$ cat src/rtl/pc_sequencer.sv
`timescale 1ns/1ps
// -----------------------------------------------------------------------------
// pc_sequencer
//
// Program-counter sequencer sitting directly downstream of the 16-bit CLA
// incrementer. It holds the current PC and drives it onto the incrementer
// input (carry-in is tied to 1 outside this block). It takes the
// incrementer's PC+1 result back to advance the PC. It offers each PC to the
// fetch stage over a valid/ready handshake.
//
// Ports
//   clk            : single clock, all state changes on the rising edge
//   reset          : synchronous, active-high; overrides every other input
//   incr_a         : current PC, straight from the PC register
//   incr_s         : incrementer sum (PC+1), combinational return path
//   redirect_valid : load redirect_pc into the PC (branch/jump)
//   redirect_pc    : redirect target
//   halt_req       : request to stop fetching
//   resume         : leave HALT (ignored in other states)
//   fetch_valid    : fetch_pc is being offered
//   fetch_pc       : PC offered to the fetch stage
//   fetch_ready    : fetch stage accepts fetch_pc this cycle
//   wrapped        : sticky, set when the PC advances from all-ones to zero
//   fetch_count    : number of accepted fetches, saturating at 16'hFFFF
//   state          : FSM state, IDLE=00 RUN=01 HALT=10
// -----------------------------------------------------------------------------
module pc_sequencer #(
    parameter int              WIDTH    = 16,
    parameter logic [WIDTH-1:0] RESET_PC = '0
) (
    input  logic             clk,
    input  logic             reset,
    output logic [WIDTH-1:0] incr_a,
    input  logic [WIDTH-1:0] incr_s,
    input  logic             redirect_valid,
    input  logic [WIDTH-1:0] redirect_pc,
    input  logic             halt_req,
    input  logic             resume,
    output logic             fetch_valid,
    output logic [WIDTH-1:0] fetch_pc,
    input  logic             fetch_ready,
    output logic             wrapped,
    output logic [15:0]      fetch_count,
    output logic [1:0]       state
);

    typedef enum logic [1:0] {
        IDLE = 2'b00,
        RUN  = 2'b01,
        HALT = 2'b10
    } state_t;

    state_t           fsm;
    state_t           fsm_next;
    logic [WIDTH-1:0] pc;
    logic [WIDTH-1:0] pc_next;
    logic [15:0]      count;
    logic [15:0]      count_next;
    logic             wrap_flag;
    logic             wrap_next;
    logic             accept;

    // Saturating increment of the accepted-fetch counter.
    function automatic logic [15:0] sat_inc16(input logic [15:0] value);
        if (value == 16'hFFFF) begin
            return value;
        end
        return value + 16'd1;
    endfunction

    // The PC register feeds both the incrementer and the fetch stage; there is
    // deliberately no adder here, the only advance path is incr_s.
    assign incr_a      = pc;
    assign fetch_pc    = pc;
    assign fetch_valid = (fsm == RUN) && !redirect_valid;
    assign accept      = fetch_valid && fetch_ready;
    assign wrapped     = wrap_flag;
    assign fetch_count = count;
    assign state       = fsm;

    always_comb begin
        fsm_next   = fsm;
        pc_next    = pc;
        count_next = count;
        wrap_next  = wrap_flag;

        unique case (fsm)
            IDLE: begin
                // One bubble after reset, then start fetching regardless.
                fsm_next = RUN;
                if (redirect_valid) begin
                    pc_next = redirect_pc;
                end
            end

            RUN: begin
                // A redirect suppresses fetch_valid, so it can never
                // coincide with an accept.
                if (redirect_valid) begin
                    pc_next = redirect_pc;
                end else if (accept) begin
                    pc_next    = incr_s;
                    count_next = sat_inc16(count);
                    if ((pc == '1) && (incr_s == '0)) begin
                        wrap_next = 1'b1;
                    end
                end
                if (halt_req) begin
                    fsm_next = HALT;
                end
            end

            HALT: begin
                if (redirect_valid) begin
                    pc_next = redirect_pc;
                end
                // A fresh halt request wins over a simultaneous resume.
                if (resume && !halt_req) begin
                    fsm_next = RUN;
                end
            end

            default: begin
                // Code 11 is unreachable in normal operation; fall back to a
                // clean restart.
                fsm_next = IDLE;
            end
        endcase
    end

    always_ff @(posedge clk) begin
        if (reset) begin
            fsm       <= IDLE;
            pc        <= RESET_PC;
            count     <= 16'd0;
            wrap_flag <= 1'b0;
        end else begin
            fsm       <= fsm_next;
            pc        <= pc_next;
            count     <= count_next;
            wrap_flag <= wrap_next;
        end
    end

endmodule

$ cat config.mk
export PLATFORM = sky130hd
export DESIGN_NAME = pc_sequencer
export DESIGN_NICKNAME = d
export VERILOG_FILES = /design/src/rtl/pc_sequencer.sv
export SDC_FILE = /design/constraint.sdc
export NUM_CORES = 1
export LEC_CHECK = 0
export ABC_AREA = 1
export ABC_CLOCK_PERIOD_IN_PS = 3250
export CORE_UTILIZATION = 35
export DETAILED_ROUTE_END_ITERATION = 8
export GPL_TIMING_DRIVEN = 0
export MAX_ROUTING_LAYER = met4
export PLACE_DENSITY = 0.66
export SLEW_MARGIN = 20
export SYNTH_ARGS = -nofsm -noshare
export SYNTH_HDL_FRONTEND = slang
export SYNTH_SLANG_ARGS = --single-unit
$ cat constraint.sdc
create_clock -name clk -period 3.25 [get_ports clk]
set_clock_uncertainty 0.1 [all_clocks]
set_input_delay 0.65 -clock clk [delete_from_list [all_inputs] [get_ports clk]]
set_output_delay 0.65 -clock clk [all_outputs]
set_load 0.02 [all_outputs]
==> impl_metrics.csv, run 1 <==
group,metric,value,unit
synth,synth_ff_type,"dfxtp_1",
pwr,powerDensity,377,nW/µm²
synth,ys_types,28,
cts,htree_levels,2,
setup_path,worstSetupPathType,"in2out",
finish,fin_nets,451,
cts,clock_latency,0.29,ns
global_routing,first_global_vias,2123,
cts,cts_root_buf,"clkbuf_8",
global_routing,track_usage,20.6,%
route,wl_per_cell,12.6,µm
setup_path,r2r_cells,10,
sta,rsz0062_at_grt,"false",
outcome,status,"complete, no violations",
sta,finalCritPeriodShare,87.8,%
route,remaining_drc_errors,0,
synth,ys_ff_latch,35,
cts,postCtsSetupBuffers,0,
synth,synth_edf_count,0,
sta,setup_violations,0,
sta,setup_tns,0,ns
sta,finalHoldViolCount,0,
cts,clk_path_buf_depth,2,
setup_path,path_cells,"clkdlybuf4s50_1 > inv_2 > nand2_2 > nor2_2 > clkdlybuf4s50_1",
sta,maxSlewViolCount,0,
placed_design,gp_congestion,0.834,
sta,max_slew_margin,53.3,%
finish,fin_area,3200,µm²
placed_design,port_buffers,89,
sta,finalCriticalPeriod,2.85,ns
placed_design,place_area,3080,µm²
setup_path,crit_path_start,"redirect_valid",
synth,yosysSeqAreaShare,33.4,%
global_routing,antenna_found_initial,0,
floorplanning,die_x,79.5,µm
cts,cts_tree,"built",
synth,synth_fp_nets,355,
pwr,leakage,1.22,nW
sta,setup_ws,0.397,ns
route,viasPerCell,4.84,
floorplanning,core,5640,µm²
floorplanning,rows,27,
setup_path,r2r-start,"fetch_count[0]$_SDFFE_PP0P_",
setup_path,max_stage_delay,0.62,ns
setup_path,arrival,2.10,ns
setup_path,worst_path_most_repeated_cell,"clkdlybuf4s50_1",
cts,cts.clk_slew.worst_paths,0.07,ns
min_path,hp-class,"reg2reg",
synth,synthArstFlopShare,0,%
finish,fill_cells,536,
synth,synth_top_area_share,33.4,%
synth,synthTopCellsByArea,"dfxtp_1 (33%), nand2_1 (14%), nand3_1 (7.9%), nor2_1 (6.6%), buf_4 (5.7%)",
synth,yosys.cell_count.top_type,"nand2_1",
placed_design,hpwl,4.72,mm
floorplanning,dieHeight,79.5,µm
min_path,worstHoldPathCells,2,
finish,diodes,0,
flow_run,drv_cap,0,
route,vias,2348,
sta,worstMarginPinSlew,0.701,ns
floorplanning,boundaryPins,90,
route,drt_pre_antenna_iters,4,
route,dr.first_iter.drc_count,177,
cts,holdBufCountCts,0,
finish,post-route-util,56.7,%
setup_path,crit_path_max_fanout,9,
finish,areaGrowthSynthToFinish,52.3,%
synth,syn_area,2100,µm²
pwr,peakVddDrop,284,µV
pwr,power,0.00121,W
global_routing,grt_max_degree,12,
cts,post_cts_resized,0,
synth,synth_area_leader_cell,"dfxtp_1",
setup_path,worst_setup_path_end_kind,"output pin",
route,final_antenna_net_count,0,
min_path,worstHoldStart,"wrapped$_SDFFE_PP0P_",
finish,drive_above_1_share,12.1,%
sta,fmax,350,MHz
setup_path,crit_path_top_delay_cell,"clkdlybuf4s50_1",
synth,synth_cells,316,
synth,syn_avg_cell_area,6.65,µm²
synth,synth_common_cells,"nand2_1 (78), nor2_1 (37), dfxtp_1 (35), nand3_1 (33), inv_1 (23)",
cts,numClockSinks,35,
floorplanning,initial_core_util,37.2,%
placed_design,post-place-ws,0.401,ns
setup_path,worstSetupStartpointType,"input pin",
global_routing,grt_pass1_wl,9.74,mm
setup_path,required,2.50,ns
synth,synth_warnings,0,
route,wl,6.10,mm
global_routing,grt-ovfl-total,0,
cts,cts_buffers,5,
floorplanning,dieArea,6320,µm²
[cells by family after synthesis]
| kind of cell | synth area share (%) |
|---|---|
| AND/OR/NAND/NOR | 36.3 |
| adder cells (fa/ha/maj) | 0.595 |
| XOR/XNOR | 1.25 |
| buffers and inverters | 14.2 |
| AO/OA/AOI/OAI | 14.3 |
| flip-flops | 33.4 |
[final cells by class]
class                   instances  area (µm²)  share of cell area [%]
well taps                      72        90.1                    2.82
inverters                      27         101                    3.17
clock inverters                 2        35.0                    1.10
plain buffers                  29         198                    6.18
clock buffers                   6        82.6                    2.58
multi-input cells             225        1100                    34.4
flip-flops and latches         35         701                    21.9
repair buffers                 89         891                    27.8
[through the flow]
stage	hold WS (ns)	std cells
6_report	0.354	485
5_1_grt	0.374	485
4_1_cts	0.355	485
3_5_place_dp	0.343	477
3_3_place_gp	0.337	477
2_1_floorplan	0.426	316
[sequential cells by signal, indices dropped and copies added, names as in the netlist]
signal,count
wrapped,1
state,2
fetch_pc,16
fetch_count,16
[worst max-delay path, delay by kind of cell]
family | cells | cell delay (ns)
and+or+nand+nor | 2 | 0.28
buffers and inverters | 3 | 1.18
[power breakdown]
part	internal [W]	switching [W]	leakage [nW]
combinational	0.000166	0.000154	0.873
sequential	0.000453	0.0000252	0.287
clock	0.000248	0.000160	0.0612
[placed cells by master (no fill, tap or decap)]
cell type,n
clkdlybuf4s50_1,89
nand2_1,78
nor2_1,37
dfxtp_1,35
nand3_1,33
inv_1,23
a31oi_1,16
buf_4,16
o21ai_1,13
nand4_1,9
o21ai_0,8
clkbuf_1,7
a21oi_1,7
a21oi_2,6
clkbuf_8,6
nand2_2,4
buf_2,4
inv_2,3
nor2_2,3
nand2_4,2
nand3b_1,2
xor2_1,2
a21boi_0,1
nor3_4,1
nor2_4,1
buf_12,1
buf_6,1
clkinv_1,1
xnor2_1,1
ha_1,1
clkinv_2,1
bufinv_16,1
[metal layers]
layer,wire (µm),share of wire [%],track usage (%)
met5,0,0,-
met4,87,1.4,7.64
met3,309,5.1,3.09
met2,2810,46,32.6
met1,2890,47,26.6
[final timing paths]
path / slack, ns / end
max: 0.40 / fetch_valid
min: 0.35 / wrapped$_SDFFE_PP0P_
max reg2reg: 1.45 / fetch_count[13]$_SDFFE_PP0P_
min reg2reg: 0.35 / wrapped$_SDFFE_PP0P_
(Power assumes the default switching activity.)
==> run 2: changes to the inputs <==
- CORE_MARGIN: unset -> 1.5
- SLEW_MARGIN: 20 -> unset
==> run 2 against run 1 <==
Worst hold slack better by 0.0046 ns. Combinational power hardly changed. Sequential share of layout area is 0.20 points higher. Flip-flop and latch count stayed put. Routed wire length is 2.6% higher. Fmax is 0.88% lower. Die area is 2.5% higher. Total power is 7.4% lower. Cell count is 0.62% higher. Count of clock-buffer cells in the layout stayed put. Largest cell class unchanged. Largest power group unchanged.
==> impl_metrics.csv, run 2 (synthesis results as in run 1) <==
group,metric,value,unit
outcome,status,"complete, no violations",
placed_design,post-place-ws,0.381,ns
sta,rsz0062_at_grt,"false",
sta,setup_ws,0.372,ns
floorplanning,initial_core_util,35.9,%
cts,cts_root_buf,"clkbuf_8",
sta,finalCritPeriodShare,88.6,%
route,dr.first_iter.drc_count,126,
placed_design,gp_congestion,0.833,
placed_design,hpwl,4.87,mm
setup_path,required,2.50,ns
sta,finalHoldViolCount,0,
sta,finalCriticalPeriod,2.88,ns
floorplanning,rows,28,
pwr,leakage,1.20,nW
global_routing,grt-ovfl-total,0,
route,wl,6.25,mm
flow_run,drv_cap,0,
cts,clk_path_buf_depth,2,
setup_path,worstSetupPathType,"in2out",
sta,max_slew_margin,56.0,%
global_routing,track_usage,20.9,%
pwr,power,0.00112,W
pwr,powerDensity,352,nW/µm²
sta,maxSlewViolCount,0,
sta,setup_violations,0,
sta,setup_tns,0,ns
cts,numClockSinks,35,
route,drt_pre_antenna_iters,4,
cts,clock_latency,0.29,ns
global_routing,grt_max_degree,12,
setup_path,arrival,2.13,ns
floorplanning,core,5850,µm²
placed_design,port_buffers,89,
cts,holdBufCountCts,0,
cts,cts.clk_slew.worst_paths,0.08,ns
min_path,hp-class,"reg2reg",
cts,cts_tree,"built",
floorplanning,dieArea,6480,µm²
sta,worstMarginPinSlew,0.660,ns
route,viasPerCell,4.92,
global_routing,first_global_vias,2234,
finish,final_cell_mix,"clkdlybuf4s50_1 (89), nand2_1 (78), nor2_1 (37)",
pwr,peakVddDrop,204,µV
finish,final_common_cell,"clkdlybuf4s50_1",
setup_path,worstSetupStartpointType,"input pin",
route,remaining_drc_errors,0,
finish,final_cells,488,
finish,fin_nets,451,
floorplanning,die_x,80.5,µm
route,vias,2401,
cts,htree_levels,2,
sta,fmax,347,MHz
placed_design,dp.cells,480,
global_routing,antenna_found_initial,0,
setup_path,crit_path_max_fanout,9,
finish,diodes,0,
floorplanning,boundaryPins,90,
setup_path,worst_setup_path_end_kind,"output pin",
finish,areaGrowthSynthToFinish,50.9,%
finish,drive_above_1_share,11.9,%
cts,post_cts_resized,0,
route,wl_per_cell,12.8,µm
route,final_antenna_net_count,0,
global_routing,grt_pass1_wl,10.2,mm
cts,postCtsSetupBuffers,0,
cts,cts_buffers,5,
floorplanning,dieHeight,80.5,µm
## run 2: cell type report
type	count	area [µm²]
inverter	27	101
timing repair buffer	89	891
clock buffer	6	72.6
sequential	35	701
fill	569	2680
clock inverter	2	12.5
buffer	29	198
tap	75	93.8
multi-input combinational	225	1100
## run 2: worst max-delay path, cell delays in order
cell	delay (ns)
clkdlybuf4s50_1	0.41
inv_2	0.15
nand2_2	0.15
nor2_2	0.12
clkdlybuf4s50_1	0.63
## run 2: report_power, final
group	internal (W)	switching [W]
combinational	0.000166	0.000153
clock	0.000150	0.000166
sequential	0.000453	0.0000282
total	0.000769	0.000348
## run 2: layer usage
metal	up-vias	GRT usage [%]	share of wire (%)
li1	1220	-	-
met5	-	-	0
met3	7	4.20	6.1
met1	1093	27.4	47
met4	0	5.17	1.0
met2	81	33.0	45
## run 2: metrics by stage
step / hold slack (ns) / utilization, % / cell area, µm²
6_report: 0.358 / 54.2 / 3170
3_3_place_gp: 0.344 / 52.7 / 3090
5_1_grt: 0.412 / 54.2 / 3170
3_5_place_dp: 0.347 / 52.7 / 3090
4_1_cts: 0.360 / 54.2 / 3170
2_1_floorplan: 0.426 / - / 2100
## run 2: final timing paths
kind,start,end,slack [ns],depth (start not counted)
max,redirect_valid,fetch_valid,0.37,5
min,wrapped$_SDFFE_PP0P_,wrapped$_SDFFE_PP0P_,0.36,2
max reg2reg,fetch_count[0]$_SDFFE_PP0P_,fetch_count[13]$_SDFFE_PP0P_,1.47,10
min reg2reg,wrapped$_SDFFE_PP0P_,wrapped$_SDFFE_PP0P_,0.36,2
==> RTL change: new RTL, config.mk and constraints of run 1 <==
Change the parameter `WIDTH` from 16 to 32.
--- a/src/rtl/pc_sequencer.sv
+++ b/src/rtl/pc_sequencer.sv
@@ -27,3 +27,3 @@
 module pc_sequencer #(
-    parameter int              WIDTH    = 16,
+    parameter int              WIDTH    = 32,
     parameter logic [WIDTH-1:0] RESET_PC = '0
Ports: changed (resized fetch_pc, incr_a, incr_s and redirect_pc); port bits go from 90 to 154. The function was not compared with the original's and may differ.
==> RTL change against run 1 <==
Highest routed layer unchanged. Worst setup slack worse by 0.23 ns. Clock power is 8.1% lower. Sequential cell count is 16 higher. Critical path depth is 1 higher. Wire length increased by 59%. Synthesized area rose by 40%. Cell area rose by 46%. Die area is 39% higher. Sequential share of layout area down 0.11 points. Power up 37%. Register-to-register slack got worse by 0.05 ns. Sequential power rose by 50%.
==> RTL change: results (changes against run 1) <==
[detailed_routing]
wl_met3_microns=809  ; was 309 microns
drt-initial-drc-count=125  ; was 177
viasPerCell=4.96  ; was 4.84
dr_wl_met2_mm=4.45  ; was 2.81 mm
wl_per_cell_microns=14.0  ; was 12.6 microns

[layout]
layout.nets=659  ; was 451
nFillCells=778  ; was 536
drive_above_1_share_pct=11.9  ; was 12.1%

[global_routing]
grt_max_degree=15  ; was 12
grt_pass1_wl_mm=15.7  ; was 9.74 mm
met1_usage_pct=28.3  ; was 26.6%
grt_pass1_vias=3364  ; was 2,123
use_met2_pct=37.3  ; was 32.6%
met3_usage_pct=6.67  ; was 3.09%
groute.usage.overall_pct=23.6  ; was 20.6%

[logic_synthesis]
ys_top_cells_by_count=nand2_1 (103), dfxtp_1 (51), nor2_1 (49), nand3_1 (40), o21ai_0 (33)  ; was nand2_1 (78), nor2_1 (37), dfxtp_1 (35), nand3_1 (33), inv_1 (23)
synth_fa_ha_area_share_pct=0.427  ; was 0.596%
yosys.area_share.xor_xnor_pct=2.39  ; was 1.25%
synth_cells=428  ; was 316
synth_fp_nets=499  ; was 355
synth_compound_area_share_pct=16.4  ; was 14.3%
ys_seq_area_share_pct=34.8  ; was 33.4%

[clock_tree]
clk_pin_slew_ns=0.09  ; was 0.07 ns

[power]
leakagePower_nw=1.80  ; was 1.22 nW
pwr-share-seq_pct=43.2  ; was 39.7%
power_frac_comb_pct=34.0  ; was 26.5%
p_switching_w=0.000520  ; was 0.000339 W
combinationalPower_w=0.000563  ; was 0.000320 W

[outcome]
status=completed  ; unchanged

[setup_path]
ff2ff_setup_slack_ns=1.40  ; was 1.45 ns
crit_fanout=10  ; was 9
cp_data_arrival_time_ns=2.33  ; was 2.10 ns

[sta]
layout_setup_ws_ns=0.167  ; was 0.397 ns
slew_headroom_pct=51.4  ; was 53.3%

[placement]
gp_congestion=0.860  ; was 0.834
place_ws_ns=0.115  ; was 0.401 ns
dp_cells=686  ; was 477

[RTL change: changes by cell type after synthesis, sizes merged, moves of 12 or more]
cell | before | now
buf | 22 | 37
o21ai | 21 | 33
dfxtp | 35 | 51
a31oi | 16 | 32
nor2 | 41 | 53
nand2 | 84 | 110
[RTL change: worst paths after layout]
path | end | cells after the start
max | fetch_valid | 6
min reg2reg | wrapped | 2
max reg2reg | fetch_count[4] | 9
min | wrapped | 2
[RTL change: stage by stage]
stage,hold WS (ns),util [%]
floorplan,0.426,-
global placement,0.345,56.2
detailed placement,0.359,56.2
CTS,0.376,57.3
global route,0.402,57.3
finish,0.368,57.3
[RTL change: final cells by class]
type	instances	area share (%)
repair buffers	153	32.7
well taps	105	2.80
multi-input cells	304	32.2
flip-flops and latches	51	21.8
inverters	18	1.44
clock buffers	6	1.76
plain buffers	55	7.24
clock inverters	1	0.107
